===== src/rtl/cpu_defs.sv =====
// cpu_defs: opcodes, IR field positions and sequencer state/class encodings.
package cpu_defs;
  localparam logic [4:0] OP_LD   = 5'b00000;
  localparam logic [4:0] OP_LDI  = 5'b00001;
  localparam logic [4:0] OP_ST   = 5'b00010;
  localparam logic [4:0] OP_ADD  = 5'b00011;
  localparam logic [4:0] OP_SUB  = 5'b00100;
  localparam logic [4:0] OP_SHR  = 5'b00101;
  localparam logic [4:0] OP_SHRA = 5'b00110;
  localparam logic [4:0] OP_SHL  = 5'b00111;
  localparam logic [4:0] OP_ROR  = 5'b01000;
  localparam logic [4:0] OP_ROL  = 5'b01001;
  localparam logic [4:0] OP_AND  = 5'b01010;
  localparam logic [4:0] OP_OR   = 5'b01011;
  localparam logic [4:0] OP_ADDI = 5'b01100;
  localparam logic [4:0] OP_ANDI = 5'b01101;
  localparam logic [4:0] OP_ORI  = 5'b01110;
  localparam logic [4:0] OP_DIV  = 5'b01111;
  localparam logic [4:0] OP_MUL  = 5'b10000;
  localparam logic [4:0] OP_NEG  = 5'b10001;
  localparam logic [4:0] OP_NOT  = 5'b10010;
  localparam logic [4:0] OP_NOP  = 5'b11010;
  localparam logic [4:0] OP_HALT = 5'b11011;
  localparam int OP_LSB = 27;
  localparam int RA_LSB = 23;
  localparam int RB_LSB = 19;
  localparam int RC_LSB = 15;
  typedef enum logic [3:0] {T0, T1, T2, T3, T4, T5, T6, T7, HALT} state_t;
  typedef enum logic [3:0] {C_R, C_MD, C_UN, C_IMM, C_LD, C_ST, C_NOP, C_HALT, C_ILL} cls_t;
  // ldi shares the immediate flow; only its base-address slot differs
  function automatic cls_t classify(input logic [4:0] op);
    return (op >= OP_ADD && op <= OP_OR) ? C_R :
           (op == OP_MUL || op == OP_DIV) ? C_MD :
           (op == OP_NEG || op == OP_NOT) ? C_UN :
           (op == OP_LDI || (op >= OP_ADDI && op <= OP_ORI)) ? C_IMM :
           op == OP_LD ? C_LD : op == OP_ST ? C_ST : op == OP_NOP ? C_NOP :
           op == OP_HALT ? C_HALT : C_ILL;
  endfunction
endpackage


===== src/rtl/reg_select_decoder.sv =====
// reg_select_decoder: 4-bit register field to one-hot select, R0 becomes BAout in base slots.
module reg_select_decoder #(
  parameter int REGS = 16
) (
  input  logic [3:0]      field,
  input  logic            en,
  input  logic            ba,
  output logic [REGS-1:0] sel,
  output logic            ba_out
);
  assign ba_out = en && ba && field == 4'd0;
  assign sel = (en && !ba_out) ? REGS'(1) << field : '0;
endmodule


===== src/rtl/control_sequencer.sv =====
// control_sequencer: hardwired fetch/decode/execute control unit driving datapath strobes.
module control_sequencer
  import cpu_defs::*;
#(
  parameter int OPW  = 5,
  parameter int REGS = 16
) (
  input  logic            clock,
  input  logic            clear,
  input  logic [31:0]     ir,
  input  logic            mem_ready,
  output logic [REGS-1:0] Rin,
  output logic [REGS-1:0] Rout,
  output logic            PCout, incPC, MARin, MDRin, MDRout, IRin, Yin, Zin,
  output logic            ZLowOut, ZHighOut, HIin, LOin, Cout, BAout, read, write,
  output logic [OPW-1:0]  alu_op,
  output logic            run,
  output logic            illegal
);
  state_t state, nxt;
  cls_t cls;
  logic [4:0] op, imm_alu;
  logic [3:0] ra, rb, rc, rout_f;
  logic rout_en, rout_ba, rin_en, unused_rin_ba, unused_ir;
  assign op = ir[OP_LSB +: 5];
  assign ra = ir[RA_LSB +: 4];
  assign rb = ir[RB_LSB +: 4];
  assign rc = ir[RC_LSB +: 4];
  assign unused_ir = ^ir[RC_LSB-1:0];
  assign cls = classify(op);
  assign imm_alu = op == OP_ANDI ? OP_AND : op == OP_ORI ? OP_OR : OP_ADD;
  assign run = !clear && state != HALT;
  always_ff @(posedge clock) state <= clear ? T0 : nxt;
  always_comb begin
    nxt = state;
    {PCout, incPC, MARin, MDRin, MDRout, IRin, Yin, Zin} = '0;
    {ZLowOut, ZHighOut, HIin, LOin, Cout, read, write, illegal} = '0;
    rout_en = 1'b0;
    rout_f = rb;
    rout_ba = 1'b0;
    rin_en = 1'b0;
    alu_op = '0;
    if (!clear) case (state)
      T0: begin
        {PCout, MARin, incPC} = '1;
        nxt = T1;
      end
      T1: begin
        {read, MDRin} = '1;
        nxt = mem_ready ? T2 : T1;
      end
      T2: begin
        {MDRout, IRin} = '1;
        nxt = T3;
      end
      T3: begin
        rout_en = cls inside {C_R, C_MD, C_UN, C_IMM, C_LD, C_ST};
        rout_f = cls == C_MD ? ra : rb;
        rout_ba = cls inside {C_LD, C_ST} || op == OP_LDI;
        Yin = rout_en && cls != C_UN;
        Zin = cls == C_UN;
        alu_op = cls == C_UN ? OPW'(op) : '0;
        illegal = cls == C_ILL;
        nxt = cls == C_HALT ? HALT : cls inside {C_NOP, C_ILL} ? T0 : T4;
      end
      T4: begin
        rout_en = cls inside {C_R, C_MD};
        rout_f = cls == C_R ? rc : rb;
        Cout = cls inside {C_IMM, C_LD, C_ST};
        Zin = cls != C_UN;
        ZLowOut = cls == C_UN;
        rin_en = cls == C_UN;
        alu_op = cls == C_UN ? '0 : Cout ? OPW'(imm_alu) : OPW'(op);
        nxt = cls == C_UN ? T0 : T5;
      end
      T5: begin
        ZLowOut = 1'b1;
        rin_en = cls inside {C_R, C_IMM};
        LOin = cls == C_MD;
        MARin = cls inside {C_LD, C_ST};
        nxt = rin_en ? T0 : T6;
      end
      T6: begin
        {ZHighOut, HIin} = {2{cls == C_MD}};
        read = cls == C_LD;
        rout_en = cls == C_ST;
        rout_f = ra;
        MDRin = cls inside {C_LD, C_ST};
        nxt = cls == C_MD ? T0 : (cls == C_LD && !mem_ready) ? T6 : T7;
      end
      T7: begin
        MDRout = cls == C_LD;
        rin_en = cls == C_LD;
        write = cls == C_ST;
        nxt = (cls == C_ST && !mem_ready) ? T7 : T0;
      end
      HALT: nxt = HALT;
      default: nxt = T0;
    endcase
  end
  reg_select_decoder #(.REGS(REGS)) u_rout (
    .field(rout_f), .en(rout_en), .ba(rout_ba), .sel(Rout), .ba_out(BAout)
  );
  reg_select_decoder #(.REGS(REGS)) u_rin (
    .field(ra), .en(rin_en), .ba(1'b0), .sel(Rin), .ba_out(unused_rin_ba)
  );
endmodule


===== config.mk =====
export PLATFORM = sky130hd
export DESIGN_NAME = control_sequencer
export DESIGN_NICKNAME = d
export VERILOG_FILES = /design/src/rtl/cpu_defs.sv /design/src/rtl/reg_select_decoder.sv /design/src/rtl/control_sequencer.sv
export SDC_FILE = /design/constraint.sdc
export NUM_CORES = 1
export LEC_CHECK = 0
export BUFFER_PORTS_ARGS = -buffer_cell sky130_fd_sc_hd__buf_2
export CAP_MARGIN = 20
export CORE_MARGIN = 1.5
export CORE_UTILIZATION = 40
export CTS_BUF_LIST = sky130_fd_sc_hd__clkbuf_8 sky130_fd_sc_hd__clkbuf_16
export DETAILED_ROUTE_END_ITERATION = 10
export HOLD_SLACK_MARGIN = 0.15
export PLACE_DENSITY = 0.74
export SYNTH_ARGS = -nofsm -noshare
export SYNTH_HDL_FRONTEND = slang
export SYNTH_SLANG_ARGS = --single-unit

===== constraint.sdc =====
create_clock -name clock -period 2.04 [get_ports clock]
set_input_delay 0 -clock clock [delete_from_list [all_inputs] [get_ports clock]]
set_output_delay 0 -clock clock [all_outputs]
set_load 0.05 [all_outputs]

Yosys cells after proc, flatten, opt, wreduce, memory -nomap -nowiden
Index checks and enable logic that the tools add are counted.
{"block": "word_totals", "ff_bits": 4, "output_inout_bits": 55, "wordCells": 125}
{"block": "op_classes", "n_shift": 2, "muxes": 64, "magnitude_cmp": 4, "eq_ne": 28, "n_reduce_logical": 26}
{"op": "2-to-1 mux 4 bit", "n": 14}
{"op": "one-hot mux 4 bit (9 select lines)", "n": 1}
{"op": "equality test 4 x 3 -> 1 bit, second input constant", "n": 8}
{"op": "2-to-1 mux 16 bit", "n": 2}
{"op": "<< shifter 1 x 4 -> 16 bit, first input constant", "n": 2}
{"op": "2-to-1 mux 1 bit", "n": 27}
{"op": "equality test 5 bit, second input constant", "n": 5}
{"op": "2-to-1 mux 5 bit", "n": 4}
{"op": "equality test 4 x 2 -> 1 bit, second input constant", "n": 4}
{"op": "equality test 5 x 4 -> 1 bit, second input constant", "n": 3}
{"op": "2-to-1 mux 3 bit", "n": 5}
{"op": "zero test 4 bit", "n": 3}
{"op": "one-hot mux 1 bit (2 select lines)", "n": 6}
{"op": "one-hot mux 4 bit (3 select lines)", "n": 1}
{"op": "<= comparator 5 x 4 -> 1 bit, second input constant", "n": 2}
{"op": "one-hot mux 5 bit (2 select lines)", "n": 1}
{"op": "logical AND 1 bit", "n": 9}
{"op": "equality test 4 x 1 -> 1 bit, second input constant", "n": 2}
{"op": "equality test 4 bit, second input constant", "n": 2}
{"op": "nonzero test 2 bit", "n": 4}
{"op": "one-hot mux 1 bit (3 select lines)", "n": 2}
{"op": "nonzero test 6 bit", "n": 1}
{"op": "equality test 5 x 1 -> 1 bit, second input constant", "n": 1}
{"op": "equality test 5 x 2 -> 1 bit, second input constant", "n": 1}
{"op": "9 further kinds", "n": 14}

Depth between registers and ports, before layout
Gate-level depths: netlist (run 1).
{"block": "depth", "ltp_word": 19, "mapped_depth": 8}

Cells and area by module
A second synthesis (run 1) with hierarchy kept.
{"block": "hier_totals", "hier_cells": 226, "hier_area_um2": 1340.0}
{"mod": "control_sequencer", "area_each_um2": 1064.8, "n_inst": 1, "cells_each": 178}
{"mod": "reg_select_decoder", "area_each_um2": 137.6, "n_inst": 2, "cells_each": 24}

Worst setup path before layout (run 1)
OpenSTA, ideal clock, no wires.
{"block": "synth_path", "path_kind": "register -> output", "from": "reg state[3]", "to": "out Rout[0]", "stages_incl_launch_ff": 8, "path_buffers": 1, "slack_ps": -968, "arrival_ps": 3008, "cell_sequence": "dfxtp_1 > buf_2 > nand2b_1 > or2_1 > a21oi_2 > o31a_1 > nand3_2 > nor4b_1"}
{"block": "synth_between", "elab_chain_cells": 8, "word_cells_on_any_way": 16, "cone_classes": "eq/ne: 3; shift: 1; mux: 7; reduce/logical: 5"}
{"item": "from (decl)", "line": "control_sequencer.sv:20", "text": "state_t state, nxt;"}
{"item": "from (signal assigned)", "line": "control_sequencer.sv:33", "text": "always_ff @(posedge clock) state <= clear ? T0 : nxt;"}
{"item": "equality test 4 x 3 -> 1 bit or equality test 4 x 2 -> 1 bit (tied branches)", "line": "control_sequencer.sv:43", "text": "if (!clear) case (state)"}
{"item": "one-hot mux 4 bit (3 select lines), or another cell as far along", "line": "control_sequencer.sv:43"}
{"item": "2-to-1 mux 4 bit or 2-to-1 mux 1 bit (tied branches)", "line": "control_sequencer.sv:43"}
{"item": "zero test 4 bit or logical AND 1 bit (tied branches)", "line": "reg_select_decoder.sv:11", "text": "assign ba_out = en && ba && field == 4'd0;"}
{"item": "logical AND 1 bit", "line": "reg_select_decoder.sv:11"}
{"item": "zero test 1 bit", "line": "reg_select_decoder.sv:12", "text": "assign sel = (en && !ba_out) ? REGS'(1) << field : '0;"}
{"item": "logical AND 1 bit", "line": "reg_select_decoder.sv:12"}
{"item": "2-to-1 mux 16 bit *", "line": "reg_select_decoder.sv:12"}
{"item": "to (decl)", "line": "control_sequencer.sv:13", "text": "output logic [REGS-1:0] Rout,"}
Mark *: on every way between the ends. The rest lies on a longest branch, timed or not.

Worst setup path in the final report (run 1)
{"block": "layout_path", "from": "reg state[3]", "to": "out Rout[5]"}
The elaborated chain is that of the path after synthesis.

==> results of run 1 <==
cells in the final DEF (no fill, tap or decap), types with 4 or more instances in the layout:
cell type / synthesis / final
buf_4: 2 / 47
buf_12: 0 / 4
nor3_2: 1 / 5
buf_6: 5 / 23
a21oi_1: 15 / 13
and2_1: 5 / 5
buf_2: 7 / 48
nand2_1: 18 / 17
o211ai_1: 5 / 5
nand2b_1: 7 / 6
nand4_1: 10 / 10
nand3_1: 6 / 5
o21ai_0: 12 / 9
clkbuf_4: 0 / 7
nor4_4: 0 / 6
nor2_1: 33 / 29
nor3_1: 25 / 10
nor3_4: 0 / 11
dfxtp_4: 0 / 4
layer usage:
layer  routed length (um)  vias up  global-route usage
met5                    0        -                   0
met4                  174        0              0.0771
met2                 3410      171               0.451
met1                 2870     1125               0.385
li1                     -     1123                   -
met3                  559       24              0.0417
kinds of logic after synthesis:
kind of cell    after synthesis  synth area share
simple gates                143             0.531
mux                           3            0.0228
compound gates               63             0.276
xor+xnor                      3            0.0171
buf+inv                      27             0.101
flops                         4            0.0522
critical path, delay by kind of cell, from the launching register on:
family | cells | cell delay (ns)
DFF | 1 | 0.36
and+or+nand+nor | 5 | 1.19
buffers and inverters | 2 | 0.37
AOI/OAI and AO/OA | 1 | 0.18
cell type report:
cell class,instances,area share
Multi-Input combinational cell,212,0.571
Timing Repair Buffer,131,0.357
Sequential cell,4,0.0333
Tap cell,48,0.0210
Clock buffer,3,0.0144
Inverter,3,0.00394
power groups by stage:
stage               sequential, mW  clock, mW  combinational [mW]
detailed placement          0.0912          0               0.390
CTS                         0.0904      0.169               0.393
finish                      0.0887      0.171               0.439
floorplan                   0.0858          0               0.267
global route                0.0892      0.184               0.461
global placement            0.0904          0               0.386
worst paths after layout:
| kind | start | depth (start not counted) | endpoint | slack, ns |
|---|---|---|---|---|
| setup / recovery | state[3] | 8 | Rout[5] | -0.29 |
| hold / removal | ir[30] | 4 | state[3] | 0.38 |
| setup reg to reg | state[0] | 6 | state[2] | 0.50 |
| hold reg to reg | state[2] | 4 | state[1] | 0.77 |
timing repair:
item,in CTS,in global routing
hold buffers,1,0
cloned,0,1
pin swaps,13,24
gates resized for setup,50,27
endpoints found under the hold margin,1,0
endpoints found under the setup margin,33,31
buffers inserted,1,7
per-stage QoR:
step / cells / setup WS, ns / hold WS [ns] / cell area (um^2) / setup TNS [ns]
2_1_floorplan: 243 / -0.214 / 0.0965 / 1820 / -2.30
3_3_place_gp: 389 / -0.191 / 0.372 / 2500 / -1.39
3_5_place_dp: 389 / -0.275 / 0.379 / 2500 / -2.40
4_1_cts: 393 / -0.210 / 0.344 / 2680 / -2.69
5_1_grt: 401 / -0.371 / 0.383 / 2860 / -5.86
6_report: 401 / -0.285 / 0.380 / 2860 / -4.27
==> out/results.tsv, run 1 <==
stage	metric	value	unit
worst_setup_path	crit-path max FO	8	
timing	final hold vios	0	
routing	Vias	2443	
finish	count of nets after finishing	390	
power	Tot Pwr	699	uW
routing	DRT Pass-1 Iters	5	
power	clock power share	0.245	
routing	final wirelength	7.02	mm
finish	fillers	251	
finish	Largest register FFs	4	
finish	# diodes	0	
place	detailed placement HPWL	4.44	mm
power	VDD IR max	0.152	mV
synthesis	post-synth cell types	62	
timing	Period minus WS final	2.33	ns
worst_setup_path	crit end category	output pin	
finish	fin util	0.781	
synthesis	top post-synthesis cells by area	nor3_1, nor2_1, dfxtp_1	
die	die width	65.0	um
routing	DRC	0	
routing	Vias/cell	6.09	
place	# port buffers	74	
global_routing	first-pass GRT wire length	9.52	mm
global_routing	vias in the first global route	1973	
synthesis	Post-synth EDFFs	0	
cts	CTS Buf Count	3	
cts	worst skew pair latency	0.22	ns
synthesis	Seq cells post-synth	4	
finish	Reg with most FFs	state	
cts	Max Root-Sink Buffers	2	
synthesis	most frequent cell after synthesis	nor2_1	
power	pwr/cell area	244	nW/um^2
cts	Clock transition at path regs	0.03	ns
global_routing	largest net degree at the start of global routing	16	
finish	biggest registers after layout	state: 4 flops	
power	internal power	371	uW
die	Die ar.	4220	um^2
status	status	finished, violations left	
worst_setup_path	slowest CP cell	dfxtp_4	
job	max cap viols	0	
cts	Root Buffer	clkbuf_8	
synthesis	cell taking the most area after synthesis	nor3_1	
synthesis	top cells by count, synth	nor2_1, nor3_1, nand2_1, a21oi_1, o21ai_0	
power	switching part of the total power	0.469	
synthesis	Most used DFF post-synth	dfxtp_1	
timing	Slew headroom	0.690	
global_routing	initial antenna violation count	0	
finish	ratio of cells with drive above 1 in the final layout	0.538	
worst_hold_path	Hold Path Class	input port to flop	
die	Core ar.	3660	um^2
timing	final setup margin	-0.285	ns
worst_setup_path	Critical Path AT	2.33	ns
synthesis	synth warn	0	
worst_setup_path	critical path, cell by cell	nor4b_4 > buf_6 > nand4_1 > nand4_1 > o21ba_4 > or2_4 > nor4_4 > buf_6	
global_routing	Tot GR Track Use	0.279	
timing	Fmax	430	MHz
synthesis	area share of the largest cell type after synthesis	0.0815	
timing	RSZ-0062 raised after global routing	yes	
routing	post-route ant nets	0	
finish	Register Area	95.1	um^2
power	sequential share of power	0.127	
global_routing	GR Overflow Total	0	
status	failing checks	setup timing	
die	io pins	90	
power	Net Switching	328	uW
timing	final setup violation count	17	
die	Core Rows	22	
synthesis	average size of a mapped cell	6.32	um^2
timing	Tightest Pin Transition	0.465	ns
worst_setup_path	delay of the slowest critical-path stage	0.36	ns
die	Initial Util	0.419	
worst_setup_path	Startpoint Class	flop	
power	combinational fraction of design power	0.628	
synthesis	sequential-to-total area share from yosys stat	0.0522	
routing	routed len/inst	17.5	um
synthesis	Post-Syn Instances	243	
place	Placer Congestion	0.930	
worst_setup_path	Worst Path Required	2.04	ns
synthesis	Post-Syn Nets	278	
synthesis	Synth async-reset ratio	0	
timing	Tcrit/Tclk final	1.14	
synthesis	Netlist Area Pre-Place	1540	um^2
routing	DR iter-0 viols	251	
worst_setup_path	critical path type	flop to output pin	
cts	Sink Count	4	
finish	P&R area growth vs syn	86.2	%
finish	area occupied by multi-input gates	1630	um^2
cts	CTS H-Tree Depth	1	
cts	CTS tree	done	
timing	Layout Skew	0.00282	ns
power	Lkg Pwr	1.25	nW
die	Die Y	65.0	um
timing	Slew Viols, Final	0	
No activity file was read; power rests on OpenSTA's default activity.
==> run 2: changes to the inputs <==
--- a/config.mk
+++ b/config.mk
@@ -7,12 +7,13 @@
 export LEC_CHECK = 0
 export BUFFER_PORTS_ARGS = -buffer_cell sky130_fd_sc_hd__buf_2
 export CAP_MARGIN = 20
-export CORE_MARGIN = 1.5
+export CORE_MARGIN = 5
 export CORE_UTILIZATION = 40
 export CTS_BUF_LIST = sky130_fd_sc_hd__clkbuf_8 sky130_fd_sc_hd__clkbuf_16
 export DETAILED_ROUTE_END_ITERATION = 10
 export HOLD_SLACK_MARGIN = 0.15
-export PLACE_DENSITY = 0.74
+export PLACE_DENSITY = 0.77
 export SYNTH_ARGS = -nofsm -noshare
 export SYNTH_HDL_FRONTEND = slang
+export SYNTH_HIERARCHICAL = 1
 export SYNTH_SLANG_ARGS = --single-unit
==> out/results.tsv, run 2 <==
stage	metric	value	unit	change
status	status	did not finish		
status	Exit stage	5_1_grt		
status	Run Error	[ERROR DPL-0038] Utilization greater than 100%, impossible to legalize		
synthesis	Netlist Area Pre-Place	1320	um^2	-14%
synthesis	Post-Syn Nets	260		-6.5%
die	Die Y	67.4	um	+3.7%
die	io pins	90		unchanged
place	Placed Cells	386		-0.77%
cts	CTS Buf Count	3		unchanged
synthesis	synth warn	6		+6
synthesis	average size of a mapped cell	5.85	um^2	-7.4%
place	# port buffers	74		unchanged
timing	GR repair worst EP	BAout		
global_routing	largest net degree at the start of global routing	16		
die	Core Rows	20		-9.1%
place	detailed placement HPWL	4.83	mm	+8.7%
place	Placement Setup Slack	-0.206	ns	+0.0689 ns
die	die width	67.4	um	+3.7%
timing	worst ep type	top-level output		
cts	Max Root-Sink Buffers	2		unchanged
synthesis	Post-Syn Instances	225		-7.4%
cts	CTS H-Tree Depth	1		unchanged
place	Placer Congestion	0.937		+0.68%
die	Initial Util	0.424		+0.00485
cts	Root Buffer	clkbuf_8		
place	Post-DP Area	2480	um^2	-0.60%
## run 2: through the flow
| step | utilization | setup TNS (ns) |
|---|---|---|
| 2_1_floorplan | - | -2.26 |
| 3_3_place_gp | 0.800 | -2.50 |
| 3_5_place_dp | 0.800 | -3.14 |
| 4_1_cts | 0.934 | -3.11 |
## run 2: repair_timing
item                       CTS
setup buffers                8
resized for setup           92
hold buffers                 0
setup endpoints to repair   33
pin swaps                   24
==> run 3: changes to the inputs <==
--- a/config.mk
+++ b/config.mk
@@ -8,11 +8,9 @@
 export BUFFER_PORTS_ARGS = -buffer_cell sky130_fd_sc_hd__buf_2
 export CAP_MARGIN = 20
 export CORE_MARGIN = 5
-export CORE_UTILIZATION = 40
-export CTS_BUF_LIST = sky130_fd_sc_hd__clkbuf_8 sky130_fd_sc_hd__clkbuf_16
+export CORE_UTILIZATION = 25
 export DETAILED_ROUTE_END_ITERATION = 10
-export HOLD_SLACK_MARGIN = 0.15
-export PLACE_DENSITY = 0.77
+export PLACE_DENSITY_LB_ADDON = 0.15
 export SYNTH_ARGS = -nofsm -noshare
 export SYNTH_HDL_FRONTEND = slang
 export SYNTH_HIERARCHICAL = 1
==> out/results.tsv, run 3 <==
stage	metric	value	unit	change
job	max cap viols	0		
cts	CTS H-Tree Depth	1		unchanged
finish	Layout Cells excl Fill	435		
synthesis	Post-Syn Nets	260		unchanged
die	die width	82.6	um	+23%
worst_setup_path	crit path to	Rout[1]		
synthesis	synth warn	6		unchanged
worst_setup_path	worst reg2reg startpoint	state[3]		
cts	Max Root-Sink Buffers	2		unchanged
worst_setup_path	slowest CP cell	or3_4		
timing	Slew Viols, Final	0		
timing	Fmax	434	MHz	
synthesis	Post-Syn Instances	225		unchanged
worst_setup_path	delay of the slowest critical-path stage	0.38	ns	
worst_hold_path	min-delay src	mem_ready		
status	status	finished, violations left		
cts	worst skew pair latency	0.23	ns	
worst_hold_path	Hold Path Class	input port to flop		
worst_setup_path	launch point of the worst path	state[0]		
die	Initial Util	0.258		-0.166
die	Core Rows	26		+30%
finish	count of nets after finishing	402		
cts	Clock transition at path regs	0.03	ns	
global_routing	Tot GR Track Use	0.176		
finish	fillers	455		
global_routing	largest net degree at the start of global routing	15		
place	Placed Cells	415		+7.5%
place	Placer Congestion	0.921		-1.7%
worst_setup_path	crit-path max FO	6		
timing	final setup violation count	21		
timing	setup TNS	-3.40	ns	
finish	ratio of cells with drive above 1 in the final layout	0.655		
finish	# diodes	0		
timing	RSZ-0062 raised after global routing	yes		
finish	Reg with most FFs	state		
worst_setup_path	critical path, cell by cell	buf_4 > or3_4 > a21o_1 > o211ai_1 > o21a_1 > buf_6 > nand3b_1 > buf_4 > nor3_4 > buf_6		
place	Post-DP Area	2520	um^2	+1.7%
status	failing checks	setup timing		
power	pwr/cell area	225	nW/um^2	
cts	Sink Count	4		
worst_setup_path	depth of the most critical reg-to-reg path	8		
place	# port buffers	74		unchanged
global_routing	first-pass GRT wire length	9.47	mm	
die	Die Y	82.6	um	+23%
timing	final hold vios	0		
global_routing	GR Overflow Total	0		
cts	Root Buffer	clkbuf_8		
place	detailed placement HPWL	4.68	mm	-3.1%
timing	final setup margin	-0.264	ns	
routing	Vias/cell	5.03		
worst_setup_path	Critical Path AT	2.30	ns	
global_routing	vias in the first global route	2022		
worst_setup_path	crit end category	output pin		
finish	P&R area growth vs syn	139	%	
worst_setup_path	critical path type	flop to output pin		
finish	Largest register FFs	4		
routing	DRT Pass-1 Iters	5		
die	Die ar.	6820	um^2	
timing	Tcrit/Tclk final	1.13		
routing	post-route ant nets	0		
die	Core ar.	5110	um^2	
worst_setup_path	FF-to-FF End	state[2]		
worst_hold_path	hold path cells	4		
routing	DR iter-0 viols	81		
routing	Vias	2188		
finish	commonest non-fill, non-tap cell in the layout	buf_4		
timing	Period minus WS final	2.30	ns	
global_routing	initial antenna violation count	0		
worst_setup_path	r2r setup slk	0.26	ns	
synthesis	average size of a mapped cell	5.85	um^2	unchanged
routing	routed len/inst	14.7	um	
finish	post-route cell area	3140	um^2	
die	io pins	90		unchanged
worst_setup_path	Worst Path Required	2.04	ns	
worst_setup_path	Crit path depth	10		
synthesis	Netlist Area Pre-Place	1320	um^2	unchanged
power	Tot Pwr	706	uW	
worst_setup_path	Buf/Inv on CP	4		
power	Lkg Pwr	1.29	nW	
cts	CTS tree	done		
timing	Layout Skew	0.00734	ns	
power	VDD IR max	0.229	mV	
finish	biggest registers after layout	state: 4 flops		
routing	DRC	0		
cts	CTS Buf Count	3		unchanged
finish	highest-count cells in the layout ignoring fill and taps	buf_4, buf_6, buf_2		
routing	final wirelength	6.42	mm	
worst_setup_path	Top Family by Delay on Critical Path	simple AND/OR/NAND/NOR gates		
worst_setup_path	Startpoint Class	flop		
-- run 3: final cells by class --
type / instances / area, um^2 / share of cell area
clock buffers: 3 / 41.3 / 0.0131
well taps: 70 / 87.6 / 0.0279
inverters: 5 / 18.8 / 0.00597
repair buffers: 155 / 1300 / 0.413
flip-flops and latches: 4 / 92.6 / 0.0294
multi-input cells: 198 / 1610 / 0.511
-- run 3: stage by stage --
step,utilization,hold slack [ns],setup WS [ns]
3_5_place_dp,0.494,0.473,-0.223
6_report,0.616,0.252,-0.264
2_1_floorplan,-,0.0673,-0.386
5_1_grt,0.616,0.271,-0.359
4_1_cts,0.569,0.244,-0.261
3_3_place_gp,0.494,0.461,-0.197
-- run 3: worst min path at each step --
stage / end
after floorplan: Rin[0]
after global placement: state[0]
after detailed placement: state[0]
after CTS: state[0]
after global routing: state[0]
final: state[0]
-- run 3: layer usage --
layer / global-route usage / vias up / part of all wire
met4: 0.0245 / 0 / 0.0058
met1: 0.232 / 1018 / 0.43
met2: 0.306 / 65 / 0.52
met5: 0 / - / 0
met3: 0.0282 / 7 / 0.044
li1: - / 1098 / -
-- run 3: report_power, final --
part	total (mW)	switching, mW	internal (mW)
Sequential	0.0909	0.00908	0.0818
Clock	0.175	0.0489	0.126
Combinational	0.440	0.251	0.189
-- run 3: repair_timing --
item / in CTS / in global routing
setup buffers: 9 / 9
pin swaps: 21 / 16
setup endpoints to repair: 35 / 39
hold endpoints to repair: 0 / 0
gates resized for setup: 86 / 54
hold buffers: 0 / 0
-- run 3: worst register-to-register path: cells and delay by family, from the launching register on --
kind	cells	cell delay (ns)
AO/OA/AOI/OAI	2	0.25
buffers and inverters	4	0.45
flip-flops	1	0.33
AND/OR/NAND/NOR	2	0.66
==> run 4: changes to the inputs <==
--- a/config.mk
+++ b/config.mk
@@ -7,9 +7,9 @@
 export LEC_CHECK = 0
 export BUFFER_PORTS_ARGS = -buffer_cell sky130_fd_sc_hd__buf_2
 export CAP_MARGIN = 20
-export CORE_MARGIN = 5
-export CORE_UTILIZATION = 25
+export CORE_AREA = 5 5 66 68
 export DETAILED_ROUTE_END_ITERATION = 10
+export DIE_AREA = 0 0 71 73
 export PLACE_DENSITY_LB_ADDON = 0.15
 export SYNTH_ARGS = -nofsm -noshare
 export SYNTH_HDL_FRONTEND = slang
==> constraint.sdc (replaced) <==
create_clock -name clock -period 2.2 [get_ports clock]
set_input_delay 0 -clock clock [delete_from_list [all_inputs] [get_ports clock]]
set_output_delay 0 -clock clock [all_outputs]
set_load 0.05 [all_outputs]
==> out/results.tsv, run 4 (synthesis results as in run 3) <==
stage	metric	value	unit	change
cts	CTS tree	done		
finish	P&R area growth vs syn	108	%	
place	Placer Congestion	0.899		-2.4%
timing	final setup margin	-0.221	ns	+0.0428 ns
finish	Reg with most FFs	state		
cts	CTS Hold Bufs	0		unchanged
finish	highest-count cells in the layout ignoring fill and taps	buf_4, buf_2, nor2_1		
worst_setup_path	Startpoint Class	flop		
worst_setup_path	crit end category	output pin		
place	detailed placement HPWL	4.26	mm	-8.9%
cts	Max Root-Sink Buffers	2		unchanged
worst_setup_path	worst reg2reg startpoint	state[1]		
finish	count of nets after finishing	380		-5.5%
worst_setup_path	critical path type	flop to output pin		
finish	ratio of cells with drive above 1 in the final layout	0.589		-0.0659
global_routing	largest net degree at the start of global routing	15		unchanged
worst_setup_path	Top Family by Delay on Critical Path	buffers and inverters		
power	Net Switching	269	uW	-13%
die	Core ar.	3800	um^2	-26%
global_routing	vias in the first global route	1953		-3.4%
routing	DR iter-0 viols	156		+93%
worst_setup_path	Worst Path Required	2.20	ns	+0.16 ns
routing	DRT Pass-1 Iters	4		-1
cts	CTS H-Tree Depth	1		unchanged
power	VDD IR max	0.117	mV	-49%
timing	Period minus WS final	2.42	ns	
global_routing	first-pass GRT wire length	9.20	mm	-2.8%
die	io pins	90		unchanged
timing	RSZ-0062 raised after global routing	yes		
power	sequential share of power	0.135		+0.006
finish	biggest registers after layout	state: 4 flops		
die	Die ar.	5180	um^2	-24%
finish	Largest register FFs	4		unchanged
die	die width	71	um	-14%
worst_hold_path	Hold Path Class	input port to flop		
routing	post-route ant nets	0		unchanged
worst_setup_path	Buf/Inv on CP	5		+1
global_routing	GR Overflow Total	0		unchanged
timing	worst hold slack	0.251	ns	-0.00120 ns
worst_hold_path	min-delay src	mem_ready		
die	Die Y	73	um	-12%
worst_setup_path	Critical Path AT	2.42	ns	+0.12 ns
timing	Fmax	413	MHz	
worst_setup_path	crit-path max FO	5		-1
routing	DRC	0		unchanged
place	Placement Setup Slack	-0.0841	ns	+0.138 ns
worst_setup_path	Crit path top cell by count	buf_6		
routing	final wirelength	6.04	mm	-5.9%
status	failing checks	setup timing		
routing	Vias/cell	5.39		+7.1%
timing	Layout Skew	0.00160	ns	-0.00574 ns
power	Lkg Pwr	1.15	nW	-11%
timing	Slew Viols, Final	0		unchanged
timing	Tcrit/Tclk final	1.10		
power	pwr/cell area	222	nW/um^2	-1.2%
worst_setup_path	delay of the slowest critical-path stage	0.40	ns	+0.02 ns
cts	Sink Count	4		unchanged
routing	routed len/inst	15.4	um	+4.1%
cts	Clock transition at path regs	0.03	ns	about the same
routing	Vias	2117		-3.2%
cts	Root Buffer	clkbuf_8		
worst_setup_path	launch point of the worst path	state[0]		
die	Initial Util	0.347		+0.0888
global_routing	Tot GR Track Use	0.215		+0.0398
cts	CTS Buf Count	3		unchanged
finish	commonest non-fill, non-tap cell in the layout	buf_4		
status	status	finished, violations left		
power	clock power share	0.260		+0.012
finish	# diodes	0		unchanged
worst_setup_path	slowest CP cell	or3_4		
timing	final hold vios	0		unchanged
place	# port buffers	74		unchanged
job	max cap viols	0		unchanged
timing	final setup violation count	18		-14%
power	combinational fraction of design power	0.605		-0.018
power	internal power	339	uW	-15%
cts	worst skew pair latency	0.22	ns	about the same
worst_setup_path	critical path, cell by cell	buf_6 > buf_6 > or3_4 > a21o_1 > o211ai_1 > o21a_1 > buf_6 > nand3b_1 > buf_6 > nor3_4 > buf_6		
global_routing	initial antenna violation count	0		unchanged
die	Core Rows	23		-12%
power	switching part of the total power	0.443		+0.00497
-- run 4: cell type report --
cell class,instances,area [um^2]
clock buffer,3,41.3
fill,316,1050
inverter,5,18.8
multi-input combinational,198,1490
sequential,4,95.1
tap,50,62.6
timing repair buffer,133,1040
-- run 4: worst register-to-register path, stage by stage, from the launching register on --
cell and delay [ns]:
dfxtp_4 0.35, buf_4 0.18, buf_4 0.17, nand2b_1 0.19, or2_2 0.28, a211o_1 0.29, a21oi_1 0.15
-- run 4: what timing repair did --
item                                    in CTS  in global routing
endpoints found under the setup margin      21                 23
pin swaps                                    8                 15
gates resized for setup                     59                 46
buffers inserted                             9                  5
-- run 4: path summary, 6_finish.rpt --
check	slack [ns]	to	cells past startpoint
hold / removal	0.25	state[0]	4
hold reg to reg	0.69	state[3]	3
setup / recovery	-0.22	Rout[2]	11
setup reg to reg	0.50	state[1]	6
-- run 4: stage by stage --
| step | util | cells | TNS (ns) | instance area (um^2) | total power [mW] |
|---|---|---|---|---|---|
| after global placement | 0.591 | 376 | -0.0619 | 2250 | 0.395 |
| after floorplan | - | 225 | -0.939 | 1580 | 0.290 |
| after detailed placement | 0.591 | 376 | -0.559 | 2250 | 0.399 |
| after global routing | 0.722 | 393 | -3.13 | 2740 | 0.642 |
| after CTS | 0.676 | 388 | -1.42 | 2570 | 0.590 |
| final | 0.722 | 393 | -1.88 | 2740 | 0.609 |
-- run 4: power groups by stage --
stage               Sequential [mW]  Clock, mW  Combinational (mW)
global placement             0.0852          0               0.310
global route                 0.0830      0.165               0.395
finish                       0.0823      0.158               0.368
floorplan                    0.0820          0               0.208
detailed placement           0.0854          0               0.313
CTS                          0.0834      0.162               0.345
-- run 4: layer usage --
layer	vias to the layer above	GRT usage	wire length [um]
met5	-	0	0
met4	0	0.0522	119
met3	13	0.0262	340
met2	65	0.408	3240
met1	985	0.257	2330
li1	1054	-	-
